[config.mk]
export PLATFORM = sky130hd
export DESIGN_NAME = fb_access_arbiter
export DESIGN_NICKNAME = d
export VERILOG_FILES = /design/src/rtl/fb_access_arbiter.sv
export SDC_FILE = /design/constraint.sdc
export NUM_CORES = 1
export LEC_CHECK = 0
export BUFFER_PORTS_ARGS = -buffer_cell sky130_fd_sc_hd__buf_2
export CORE_MARGIN = 1.5
export CORE_UTILIZATION = 55
export DETAILED_ROUTE_END_ITERATION = 12
export PLACE_DENSITY = 0.77
export SYNTH_ARGS = -nofsm -noshare
export SYNTH_HDL_FRONTEND = slang
export SYNTH_SLANG_ARGS = --single-unit
[constraint.sdc]
create_clock -name clk -period 4.74 [get_ports clk]
set_clock_uncertainty 0.2 [all_clocks]
set_input_delay 0.237 -clock clk [delete_from_list [all_inputs] [get_ports clk]]
set_output_delay 0.237 -clock clk [all_outputs]
set_load 0.01 [all_outputs]
[src/rtl/fb_access_arbiter.sv]
// Single-port framebuffer RAM arbiter: a 4-word display prefetch FIFO competes
// with a draw port. The display is urgent below 2 words, and a vsync rising edge restarts the frame.
module fb_access_arbiter #(
  parameter int unsigned ADDR_W      = 15,
  parameter int unsigned DATA_W      = 16,
  parameter int unsigned FRAME_WORDS = 30000
) (
  input  logic              clk,
  input  logic              reset_n,
  input  logic              vsync,
  input  logic              disp_pop,
  output logic [DATA_W-1:0] disp_word,
  output logic              disp_empty,
  output logic              disp_underrun,
  input  logic              drw_req,
  input  logic              drw_we,
  input  logic [ADDR_W-1:0] drw_addr,
  input  logic [DATA_W-1:0] drw_wdata,
  output logic              drw_gnt,
  output logic              drw_rvalid,
  output logic [DATA_W-1:0] drw_rdata,
  output logic [ADDR_W-1:0] mem_addr,
  output logic              mem_we,
  output logic [DATA_W-1:0] mem_wdata,
  input  logic [DATA_W-1:0] mem_rdata
);
  localparam int unsigned DEPTH  = 4;
  localparam int unsigned PTR_W  = 2;
  localparam int unsigned CNT_W  = 3;
  localparam int unsigned URGENT = 2;

  typedef enum logic [1:0] {WAIT_FRAME, RUN, FLUSH} state_t;

  state_t            state_q, state_d;
  logic              vs_q1, vs_q2, vs_rise;
  logic [DATA_W-1:0] fifo_q [DEPTH];
  logic [PTR_W-1:0]  rd_ptr_q, wr_ptr_q;
  logic [CNT_W-1:0]  cnt_q, occ;
  logic              inflight_q;
  logic [ADDR_W-1:0] disp_addr_q, last_addr_q;
  logic [DATA_W-1:0] last_wdata_q;
  logic              rvalid_q, underrun_q;
  logic              issue_disp, issue_drw, push, pop;

  assign vs_rise = vs_q1 & ~vs_q2;
  // Occupancy counts reads still in flight so the FIFO can never overflow.
  assign occ     = cnt_q + CNT_W'(inflight_q);
  assign push    = inflight_q & (state_q != FLUSH);
  assign pop     = disp_pop & (cnt_q != '0) & (state_q != FLUSH);

  always_ff @(posedge clk or negedge reset_n) begin
    if (!reset_n) state_q <= WAIT_FRAME;
    else          state_q <= state_d;
  end

  // Next state and single-access arbitration; nothing issues while in reset.
  always_comb begin
    state_d    = state_q;
    issue_disp = 1'b0;
    issue_drw  = 1'b0;
    unique case (state_q)
      WAIT_FRAME: begin
        issue_drw = drw_req;
        if (vs_rise) state_d = FLUSH;
      end
      RUN: begin
        if (occ < CNT_W'(URGENT))     issue_disp = 1'b1;
        else if (drw_req)             issue_drw  = 1'b1;
        else if (occ < CNT_W'(DEPTH)) issue_disp = 1'b1;
        if (vs_rise) state_d = FLUSH;
      end
      FLUSH: begin
        issue_drw = drw_req;
        state_d   = RUN;
      end
      default: state_d = WAIT_FRAME;
    endcase
    if (!reset_n) begin
      issue_disp = 1'b0;
      issue_drw  = 1'b0;
    end
  end

  assign drw_gnt       = issue_drw;
  assign mem_we        = issue_drw & drw_we;
  assign mem_addr      = issue_drw ? drw_addr : (issue_disp ? disp_addr_q : last_addr_q);
  assign mem_wdata     = mem_we ? drw_wdata : last_wdata_q;
  assign drw_rvalid    = rvalid_q;
  assign drw_rdata     = rvalid_q ? mem_rdata : '0;
  assign disp_empty    = (cnt_q == '0);
  assign disp_word     = disp_empty ? '0 : fifo_q[rd_ptr_q];
  assign disp_underrun = underrun_q;

  // Prefetch FIFO; a read returning during FLUSH is dropped.
  always_ff @(posedge clk or negedge reset_n) begin
    if (!reset_n) begin
      for (int unsigned i = 0; i < DEPTH; i++) fifo_q[i] <= '0;
      rd_ptr_q   <= '0;
      wr_ptr_q   <= '0;
      cnt_q      <= '0;
      inflight_q <= 1'b0;
    end else if (state_q == FLUSH) begin
      rd_ptr_q   <= '0;
      wr_ptr_q   <= '0;
      cnt_q      <= '0;
      inflight_q <= 1'b0;
    end else begin
      inflight_q <= issue_disp;
      if (push) begin
        fifo_q[wr_ptr_q] <= mem_rdata;
        wr_ptr_q         <= wr_ptr_q + PTR_W'(1);
      end
      if (pop) rd_ptr_q <= rd_ptr_q + PTR_W'(1);
      cnt_q <= cnt_q + CNT_W'(push) - CNT_W'(pop);
    end
  end

  always_ff @(posedge clk or negedge reset_n) begin
    if (!reset_n)                disp_addr_q <= '0;
    else if (state_q == FLUSH)   disp_addr_q <= '0;
    else if (issue_disp)
      disp_addr_q <= (disp_addr_q == ADDR_W'(FRAME_WORDS - 1)) ? '0 : disp_addr_q + ADDR_W'(1);
  end

  always_ff @(posedge clk or negedge reset_n) begin
    if (!reset_n) begin
      vs_q1        <= 1'b0;
      vs_q2        <= 1'b0;
      last_addr_q  <= '0;
      last_wdata_q <= '0;
      rvalid_q     <= 1'b0;
      underrun_q   <= 1'b0;
    end else begin
      vs_q1        <= vsync;
      vs_q2        <= vs_q1;
      last_addr_q  <= mem_addr;
      last_wdata_q <= mem_wdata;
      rvalid_q     <= issue_drw & ~drw_we;
      if ((state_q == RUN) && disp_pop && (cnt_q == '0)) underrun_q <= 1'b1;
    end
  end

endmodule

==> impl_metrics.toml, run 1 <==
[layout]
area_growth_pct = 30.5
nets = 682
drive_gt1_frac = 0.412
antennaDiodeCount = 0

[setup_path]
start_kind = "primary input"
arrival_ns = 3.04
end_kind = "primary output"
path_buf_inv = 4
crit_chain = "dlygate4sd3_1, buf_4, nand2_1, a221oi_4, buf_4, nand2_2, mux2_1, buf_2"
crit_top_cell = "buf_4"
cp_slowest_cell = "buf_4"
critPathRequiredTime_ns = 4.30
critPathKind = "primary input to primary output"
cp_max_fo = 61
critPathMaxStageDelay_ns = 0.60
path_delay_family = "buffers and inverters"

[sta]
final.setup.tns_ns = 0
final_hold_viol_count = 0
whs_ns = 0.145
setup_viol = 0
worst-slew-pin-transition_ns = 0.951
slew_violations = 0
fmax_ghz = 0.288
final.min_clock_period_ns = 3.48
worst_slack_ns = 1.27
period_share = 0.733
rsz0062_at_grt = "false"
relSlewSlack = 0.361

[floorplanning]
core_mm2 = 0.0104
initial_utilization = 0.567
dieArea_mm2 = 0.0113
rows = 37
fp.dieH_um = 106
die_w_um = 106
ios = 121

[logic_synthesis]
synth_async_sr_flop_share = 1.00
yosysTopAreaCell = "dfrtp_1"
ys_seq_elements = 124
syn_area_mm2 = 0.00588
yosysTopAreaCellShare = 0.528
ys_warn_count = 0
syn_inst = 447
synth_edf_count = 0
syn_nets = 509
seq_area_frac_synth = 0.528
synth-main-ff-cell = "dfrtp_1"
syn_avg_cell_area_um2 = 13.2
ys_types = 51
synth_area_leaders = "dfrtp_1, mux2_2, mux4_2, mux2i_1, and2_1"

[pwr]
swShare = 0.307
power.internal_mw = 2.93
finalPower_mw = 4.23
p_comb_frac = 0.322
seqPwrFrac = 0.389
clockPowerShare = 0.288
power.switching_mw = 1.30
p_per_area_mw_per_mm2 = 551
total_leakage_power_nw = 3.58
ir_drop_v = 0.000323

[clock_tree]
numCtsBuffers = 17
cts_root_buf = "clkbuf_8"
clkSlewWorstSetupHoldPaths_ns = 0.05
clk_path_buf_depth = 2
ctsResizeCount = 0
worstSkewPairLatency_ns = 0.51
post-cts-setup-buffer-count = 0
htree_levels = 4
clock_sinks = 124
cts_tree = "built"

[global_routing]
grt_usage = 0.245
grt.overflow.total = 0
grt_pass1_vias = 4480
grt_max_degree = 67
grt_pass1_wl_um = 21300
antenna_found_initial = 0

[placed_design]
io_buffers = 120
dp_hpwl_um = 7790
place_ws_ns = 1.74
gp_congestion = 0.844

[routing]
wl_per_cell_um = 16.7
drtIter0Drc = 185
drc = 0
num_vias = 4222
viasPerCell = 5.49
routed_wl_um = 12800
first_pass_iters = 4
ant_nets = 0

[run_status]
status = "finished, final reports clean"

[worst_hold_path]
hp-class = "primary input to asynchronous set/reset pin"

[job]
maxCapViolations = 0
-- state kept, by name, indices dropped and copies added (netlist names) --
signal	cells
last_addr_q	15
rd_ptr_q	2
disp_underrun	1
wr_ptr_q	2
vs_q2	1
fifo_q	64
last_wdata_q	16
drw_rvalid	1
inflight_q	1
disp_addr_q	15
state_q	2
vs_q1	1
cnt_q	3
-- routing by layer --
metal | share of wire | track usage | routed length [um]
met1 | 0.41 | 0.292 | 5260
met3 | 0.049 | 0.0515 | 626
met5 | 0 | 0 | 0
met2 | 0.52 | 0.423 | 6660
met4 | 0.023 | 0.117 | 290
-- placed cells by master, fill, tap and decap left out, types with 3 or more instances in the layout --
cell type,Yosys,routed
clkinvlp_4,0,3
mux2i_1,16,16
nor4_1,5,5
nor2b_1,20,20
buf_2,10,119
nor2_1,11,11
buf_4,2,7
nor3b_1,3,3
ha_1,8,8
and2_1,20,20
dfrtp_1,124,124
mux2_1,9,9
mux2_2,72,72
nand3_1,9,9
clkinv_2,0,4
clkbuf_16,0,16
dlygate4sd3_1,0,51
o311ai_0,6,6
clkinv_4,0,3
o21a_1,6,6
nor3_1,4,3
or4_1,5,5
inv_1,10,10
xor2_1,3,3
nand2_1,23,23
mux4_2,16,16
o21ai_0,16,16
nand2_2,5,5
-- path summary, 6_finish.rpt --
path | from | endpoint | slack (ns) | cells after the start
max | reset_n | mem_wdata[6] | 1.27 | 8
min | reset_n | fifo_q[16] | 0.14 | 2
max reg2reg | cnt_q[1] | cnt_q[2] | 1.98 | 12
min reg2reg | vs_q1 | vs_q2 | 0.19 | 0
max in group asynchronous | reset_n | fifo_q[40] | 2.90 | 3
min in group clk | vsync | vs_q1 | 0.16 | 2
-- stage by stage --
step	utilization	instance area, um2	instances
after floorplan	-	5880	447
after global placement	0.636	6600	686
after detailed placement	0.636	6600	686
after CTS	0.740	7670	769
after global routing	0.740	7670	769
final	0.740	7670	769
-- cells in the mapped netlist (6+ instances only) --
cell type	count
nand2_1	23
and2_1	20
nand3_1	9
mux2_1	9
nor2b_1	20
inv_1	10
o311ai_0	6
ha_1	8
mux2i_1	16
nor2_1	11
mux4_2	16
o21ai_0	16
clkbuf_1	11
o21a_1	6
dfrtp_1	124
buf_2	10
mux2_2	72
-- final cells by class --
cell class / count / area [um2]
fillers: 707 / 2700
multi-input cells: 290 / 2640
clock inverters: 14 / 146
inverters: 10 / 37.5
repair buffers: 177 / 1160
flip-flops and latches: 124 / 3100
clock buffers: 18 / 418
well taps: 136 / 170
-- timing repair --
item / 4_1_cts / 5_1_grt
hold buffers: 51 / 0
setup endpoints to repair: 0 / 0
endpoints found under the hold margin: 158 / 0
-- cell families (layout without fill, tap and decap cells) --
group           after synthesis  after routing  share of synthesized area
flops                       124            124                      0.528
simple gates                119            119                      0.119
mux                         113            113                      0.244
compound gates               43             43                     0.0545
buf+inv                      33            219                     0.0245
fa+ha+maj                     9              9                     0.0204
xor+xnor                      6              6                     0.0102
-- power groups by stage --
stage | clock network, mW | logic (mW) | registers (mW)
after floorplan | 0 | 0.987 | 1.55
after global placement | 0 | 1.29 | 1.63
after detailed placement | 0 | 1.34 | 1.66
after CTS | 1.24 | 1.37 | 1.64
after global routing | 1.28 | 1.49 | 1.69
final | 1.22 | 1.36 | 1.64
Power figures use the tool's default switching activity.
==> run 2, diff against run 1 <==
--- a/config.mk
+++ b/config.mk
@@ -7,9 +7,9 @@
 export LEC_CHECK = 0
 export BUFFER_PORTS_ARGS = -buffer_cell sky130_fd_sc_hd__buf_2
 export CORE_MARGIN = 1.5
-export CORE_UTILIZATION = 55
+export CORE_UTILIZATION = 50
 export DETAILED_ROUTE_END_ITERATION = 12
-export PLACE_DENSITY = 0.77
+export PLACE_DENSITY = 0.74
 export SYNTH_ARGS = -nofsm -noshare
 export SYNTH_HDL_FRONTEND = slang
 export SYNTH_SLANG_ARGS = --single-unit
==> constraint.sdc (replaced) <==
create_clock -name clk -period 3.15 [get_ports clk]
set_clock_uncertainty 0.2 [all_clocks]
set_input_delay 0.1575 -clock clk [delete_from_list [all_inputs] [get_ports clk]]
set_output_delay 0.1575 -clock clk [all_outputs]
set_load 0.01 [all_outputs]
==> run 2 against run 1 <==
Net effect: utilization shrank 6.8 points; die area rose by 9.7%; worst setup slack worse by 1.0 ns; sequential share of layout area hardly changed; worst hold slack better by 0.028 ns; routed wire length decreased by 1.0%; combinational power grew 52%; critical path type is now flop to primary output; largest power group unchanged.
==> impl_metrics.toml, run 2 (same netlist as run 1, synthesis figures left out) <==
[run_status]
status = "finished, final reports clean"

[pwr]
ir_drop_v = 0.000561
total_leakage_power_nw = 3.59
finalPower_mw = 6.24
p_per_area_mw_per_mm2 = 813

[layout]
final_cell_mix = "dfrtp_1, buf_2, mux2_2"
top_regs = "fifo_q x64, last_wdata_q x16"
antennaDiodeCount = 0
drive_gt1_frac = 0.404
top_register = "fifo_q"
final_common_cell = "dfrtp_1"
nets = 686
largest_reg_flops = 64
area_growth_pct = 30.5
final_area_mm2 = 0.00767

[clock_tree]
htree_levels = 4
numCtsBuffers = 17
postCtsHoldBufs = 52
clkSlewWorstSetupHoldPaths_ns = 0.05
post-cts-setup-buffer-count = 0
cts_tree = "built"
worstSkewPairLatency_ns = 0.41
ctsResizeCount = 0
cts_root_buf = "clkbuf_16"
clk_path_buf_depth = 2
clock_sinks = 124

[floorplanning]
dieArea_mm2 = 0.0124
core_mm2 = 0.0114
initial_utilization = 0.515
die_w_um = 111
rows = 39
fp.dieH_um = 111
ios = 121

[sta]
worst_slack_ns = 0.264
final.setup.tns_ns = 0
relSlewSlack = 0.416
setup_viol = 0
fmax_ghz = 0.347
slew_violations = 0
whs_ns = 0.173
final.min_clock_period_ns = 2.89
worst-slew-pin-transition_ns = 0.877
period_share = 0.916
rsz0062_at_grt = "false"
final_hold_viol_count = 0

[placed_design]
place_ws_ns = 0.449
io_buffers = 120
dp_hpwl_um = 7880
gp_congestion = 0.800
dpl-instance-area_mm2 = 0.00664

[job]
maxCapViolations = 0

[setup_path]
cp_max_fo = 17
cp_slowest_cell = "mux2_1"
start_kind = "flop"
critPathMaxStageDelay_ns = 0.42
arrival_ns = 2.53
critPathRequiredTime_ns = 2.79
crit_chain = "and2_1, ha_1, xnor2_2, a221oi_4, nand2_2, mux2_1, buf_2"
end_kind = "primary output"
critPathKind = "flop to primary output"

[routing]
routed_wl_um = 12700
drtIter0Drc = 151
ant_nets = 0
first_pass_iters = 5
wl_per_cell_um = 16.3
num_vias = 4163
viasPerCell = 5.36
drc = 0

[global_routing]
grt.overflow.total = 0
grt_usage = 0.221
grt_max_degree = 72
grt_pass1_vias = 4438
grt_pass1_wl_um = 21600
antenna_found_initial = 0

[worst_hold_path]
hp-class = "flop to flop"
-- run 2: cell types whose count changed in the layout (fill, tap and decap cells not counted), sizes merged --
cell	delta
buf	+3
bufinv	-2
clkbuf	+9
clkinv	-5
clkinvlp	-3
dlygate4sd3	+1
inv	-2
-- run 2: final timing paths --
kind                            startpoint             end  slack (ns)  cells past startpoint
worst max register to register  state_q[0]        cnt_q[2]        0.46                     11
worst min-delay path                 vs_q1           vs_q2        0.17                      0
min in group asynchronous          reset_n      state_q[1]        0.40                      3
worst max-delay path              cnt_q[0]   mem_wdata[12]        0.26                      7
max in group asynchronous          reset_n  last_addr_q[1]        1.15                      4
worst min register to register       vs_q1           vs_q2        0.17                      0
-- run 2: worst max-delay path, delay by kind of cell, from the launching register on --
family,cells,cell delay [ns]
mux,1,0.42
simple gates,2,0.47
xor+xnor,1,0.18
compound gates,1,0.29
fa+ha+maj,1,0.21
buf+inv,1,0.15
flops,1,0.40
-- run 2: layout make-up --
type | count | area [um2]
multi-input combinational | 290 | 2640
inverter | 10 | 37.5
clock inverter | 2 | 10.0
sequential | 124 | 3100
fill | 858 | 3750
tap | 143 | 179
clock buffer | 27 | 503
timing repair buffer | 181 | 1200
-- run 2: per-stage QoR --
step / utilization / cells
6_report: 0.672 / 777
2_1_floorplan: - / 447
4_1_cts: 0.672 / 777
3_5_place_dp: 0.581 / 696
5_1_grt: 0.672 / 777
3_3_place_gp: 0.581 / 696
-- run 2: layer usage --
layer / GRT usage / vias up / wire length (um)
met5: 0 / - / 0
met3: 0.0626 / 17 / 550
met2: 0.378 / 111 / 6590
li1: - / 1967 / -
met4: 0.0785 / 0 / 196
met1: 0.271 / 2068 / 5370
-- run 2: report_power, final --
group          internal (mW)  switching [mW]  total [mW]
clock                   1.07           0.614        1.68
combinational           1.17           0.897        2.07
sequential              2.13           0.353        2.48
==> run 3, diff against run 2 <==
--- a/config.mk
+++ b/config.mk
@@ -7,9 +7,10 @@
 export LEC_CHECK = 0
 export BUFFER_PORTS_ARGS = -buffer_cell sky130_fd_sc_hd__buf_2
 export CORE_MARGIN = 1.5
-export CORE_UTILIZATION = 50
+export CORE_UTILIZATION = 55
 export DETAILED_ROUTE_END_ITERATION = 12
-export PLACE_DENSITY = 0.74
+export MAX_ROUTING_LAYER = met4
+export PLACE_DENSITY = 0.77
 export SYNTH_ARGS = -nofsm -noshare
 export SYNTH_HDL_FRONTEND = slang
 export SYNTH_SLANG_ARGS = --single-unit
==> constraint.sdc (replaced) <==
create_clock -name clk -period 3.5 [get_ports clk]
set_clock_uncertainty 0.2 [all_clocks]
set_input_delay 0.175 -clock clk [delete_from_list [all_inputs] [get_ports clk]]
set_output_delay 0.175 -clock clk [all_outputs]
set_load 0.01 [all_outputs]
==> run 3 against run 2 <==
Net effect: utilization is 7.6 points higher; cell area is 1.0% higher; clock power is 10% higher; combinational power is 9% lower; first-iteration DRC count is 26% higher; worst setup slack better by 0.078 ns; critical path depth is 1 higher; count of clock-buffer cells in the layout is 7 lower; final cell count is 0.77% lower; flip-flop and latch count stayed put; non-clock buffer count is 2 lower; sequential share of layout area is 0.42 points lower; critical path type unchanged; largest power group unchanged.
==> impl_metrics.toml, run 3 (same netlist as run 1, synthesis figures left out) <==
[layout]
final_area_mm2 = 0.00775
final_common_cell = "dfrtp_1"
top_register = "fifo_q"
nFillCells = 685
final_cell_mix = "dfrtp_1, buf_2, mux2_2"
largest_reg_flops = 64
antennaDiodeCount = 0
top_regs = "fifo_q x64, last_wdata_q x16"
area_growth_pct = 31.9
nets = 684
drive_gt1_frac = 0.411
utilization = 0.748

[setup_path]
critPathRequiredTime_ns = 3.12
arrival_ns = 2.78
cp_slowest_cell = "dfrtp_1"
crit_chain = "and2_1, ha_1, a21boi_0, nand3_1, buf_4, mux2i_1, o21ai_0, buf_2"
critPathMaxStageDelay_ns = 0.41
critPathKind = "flop to primary output"
start_kind = "flop"
cp_max_fo = 33
end_kind = "primary output"

[floorplanning]
fp.dieH_um = 106
core_mm2 = 0.0104
initial_utilization = 0.567
die_w_um = 106
dieArea_mm2 = 0.0113
ios = 121
rows = 37

[clock_tree]
clkSlewWorstSetupHoldPaths_ns = 0.06
clk_path_buf_depth = 2
htree_levels = 4
cts_root_buf = "clkbuf_8"
ctsResizeCount = 0
clock_sinks = 124
worstSkewPairLatency_ns = 0.51
postCtsHoldBufs = 52
post-cts-setup-buffer-count = 0
cts_tree = "built"
numCtsBuffers = 17

[placed_design]
dp_hpwl_um = 7980
io_buffers = 120
dpl-instance-area_mm2 = 0.00660
gp_congestion = 0.822

[pwr]
p_comb_frac = 0.317
seqPwrFrac = 0.372
power.switching_mw = 1.75
clockPowerShare = 0.311
ir_drop_v = 0.000445
p_per_area_mw_per_mm2 = 768
total_leakage_power_nw = 3.62
power.internal_mw = 4.20
swShare = 0.294

[global_routing]
grt_pass1_vias = 4349
grt_usage = 0.251
grt.overflow.total = 0
grt_max_degree = 81
antenna_found_initial = 0
grt_pass1_wl_um = 21200

[sta]
final_hold_viol_count = 0
relSlewSlack = 0.348
final.min_clock_period_ns = 3.16
worst-slew-pin-transition_ns = 0.979
slew_violations = 0
final.setup.tns_ns = 0
rsz0062_at_grt = "false"
fmax_ghz = 0.317
period_share = 0.902
setup_viol = 0

[routing]
wl_per_cell_um = 16.9
ant_nets = 0
first_pass_iters = 4
num_vias = 4253
drc = 0
drtIter0Drc = 191
viasPerCell = 5.52
routed_wl_um = 13000

[worst_hold_path]
hp-class = "primary input to asynchronous set/reset pin"

[job]
maxCapViolations = 0

[run_status]
status = "finished, final reports clean"
[run 3: cell types whose count changed in the layout (fill, tap and decap cells not counted)]
cell        delta
clkinv_2       +2
buf_4          -1
clkbuf_1       -4
bufinv_16      +5
clkbuf_8       -2
clkbuf_16      -1
clkinvlp_4     +2
buf_12         -1
clkinv_4       +1
[run 3: routing by layer]
layer  global-route usage  up-vias  routed length [um]
met1                0.300     2133                5500
met4               0.0849        0                 195
li1                     -     1972                   -
met2                0.426      131                6790
met3               0.0497       17                 543
met5                    -        -                   0
[run 3: worst paths after layout]
check | startpoint | depth (start not counted) | slack [ns] | end
max | cnt_q[0] | 8 | 0.34 | mem_addr[0]
min | reset_n | 3 | 0.10 | disp_addr_q[13]
max reg2reg | cnt_q[1] | 12 | 0.73 | cnt_q[2]
min reg2reg | vs_q1 | 0 | 0.17 | vs_q2
max in group asynchronous | reset_n | 4 | 1.68 | fifo_q[10]
min in group clk | drw_req | 5 | 0.14 | drw_rvalid
[run 3: final cells by class]
| cell class | count | area, um2 | share of cell area |
|---|---|---|---|
| clock buffer | 20 | 435 | 0.0562 |
| tap | 136 | 170 | 0.0219 |
| timing repair buffer | 179 | 1180 | 0.152 |
| sequential | 124 | 3100 | 0.400 |
| multi-input combinational | 290 | 2640 | 0.340 |
| inverter | 10 | 37.5 | 0.00484 |
| clock inverter | 12 | 194 | 0.0250 |
[run 3: critical path, delay by kind of cell, from the launching register on]
family | cells | cell delay [ns]
AOI/OAI and AO/OA | 2 | 0.61
adders and majority gates | 1 | 0.29
buffers and inverters | 2 | 0.48
DFF | 1 | 0.41
muxes | 1 | 0.16
and+or+nand+nor | 2 | 0.30
[run 3: power groups by stage]
stage	Sequential [mW]	Combinational (mW)	Clock, mW
2_1_floorplan	2.10	1.34	0
3_3_place_gp	2.19	1.78	0
3_5_place_dp	2.23	1.84	0
4_1_cts	2.21	1.90	1.87
5_1_grt	2.27	2.06	1.94
6_report	2.22	1.89	1.85
[run 3: per-stage QoR]
stage,setup WS [ns],std cells,power [mW],hold slack (ns)
final,0.342,771,5.95,0.102
after global routing,0.214,771,6.27,0.139
after CTS,0.395,771,5.98,0.110
after detailed placement,0.729,687,4.07,-0.154
after global placement,0.869,687,3.97,-0.153
after floorplan,0.947,447,3.44,-0.321
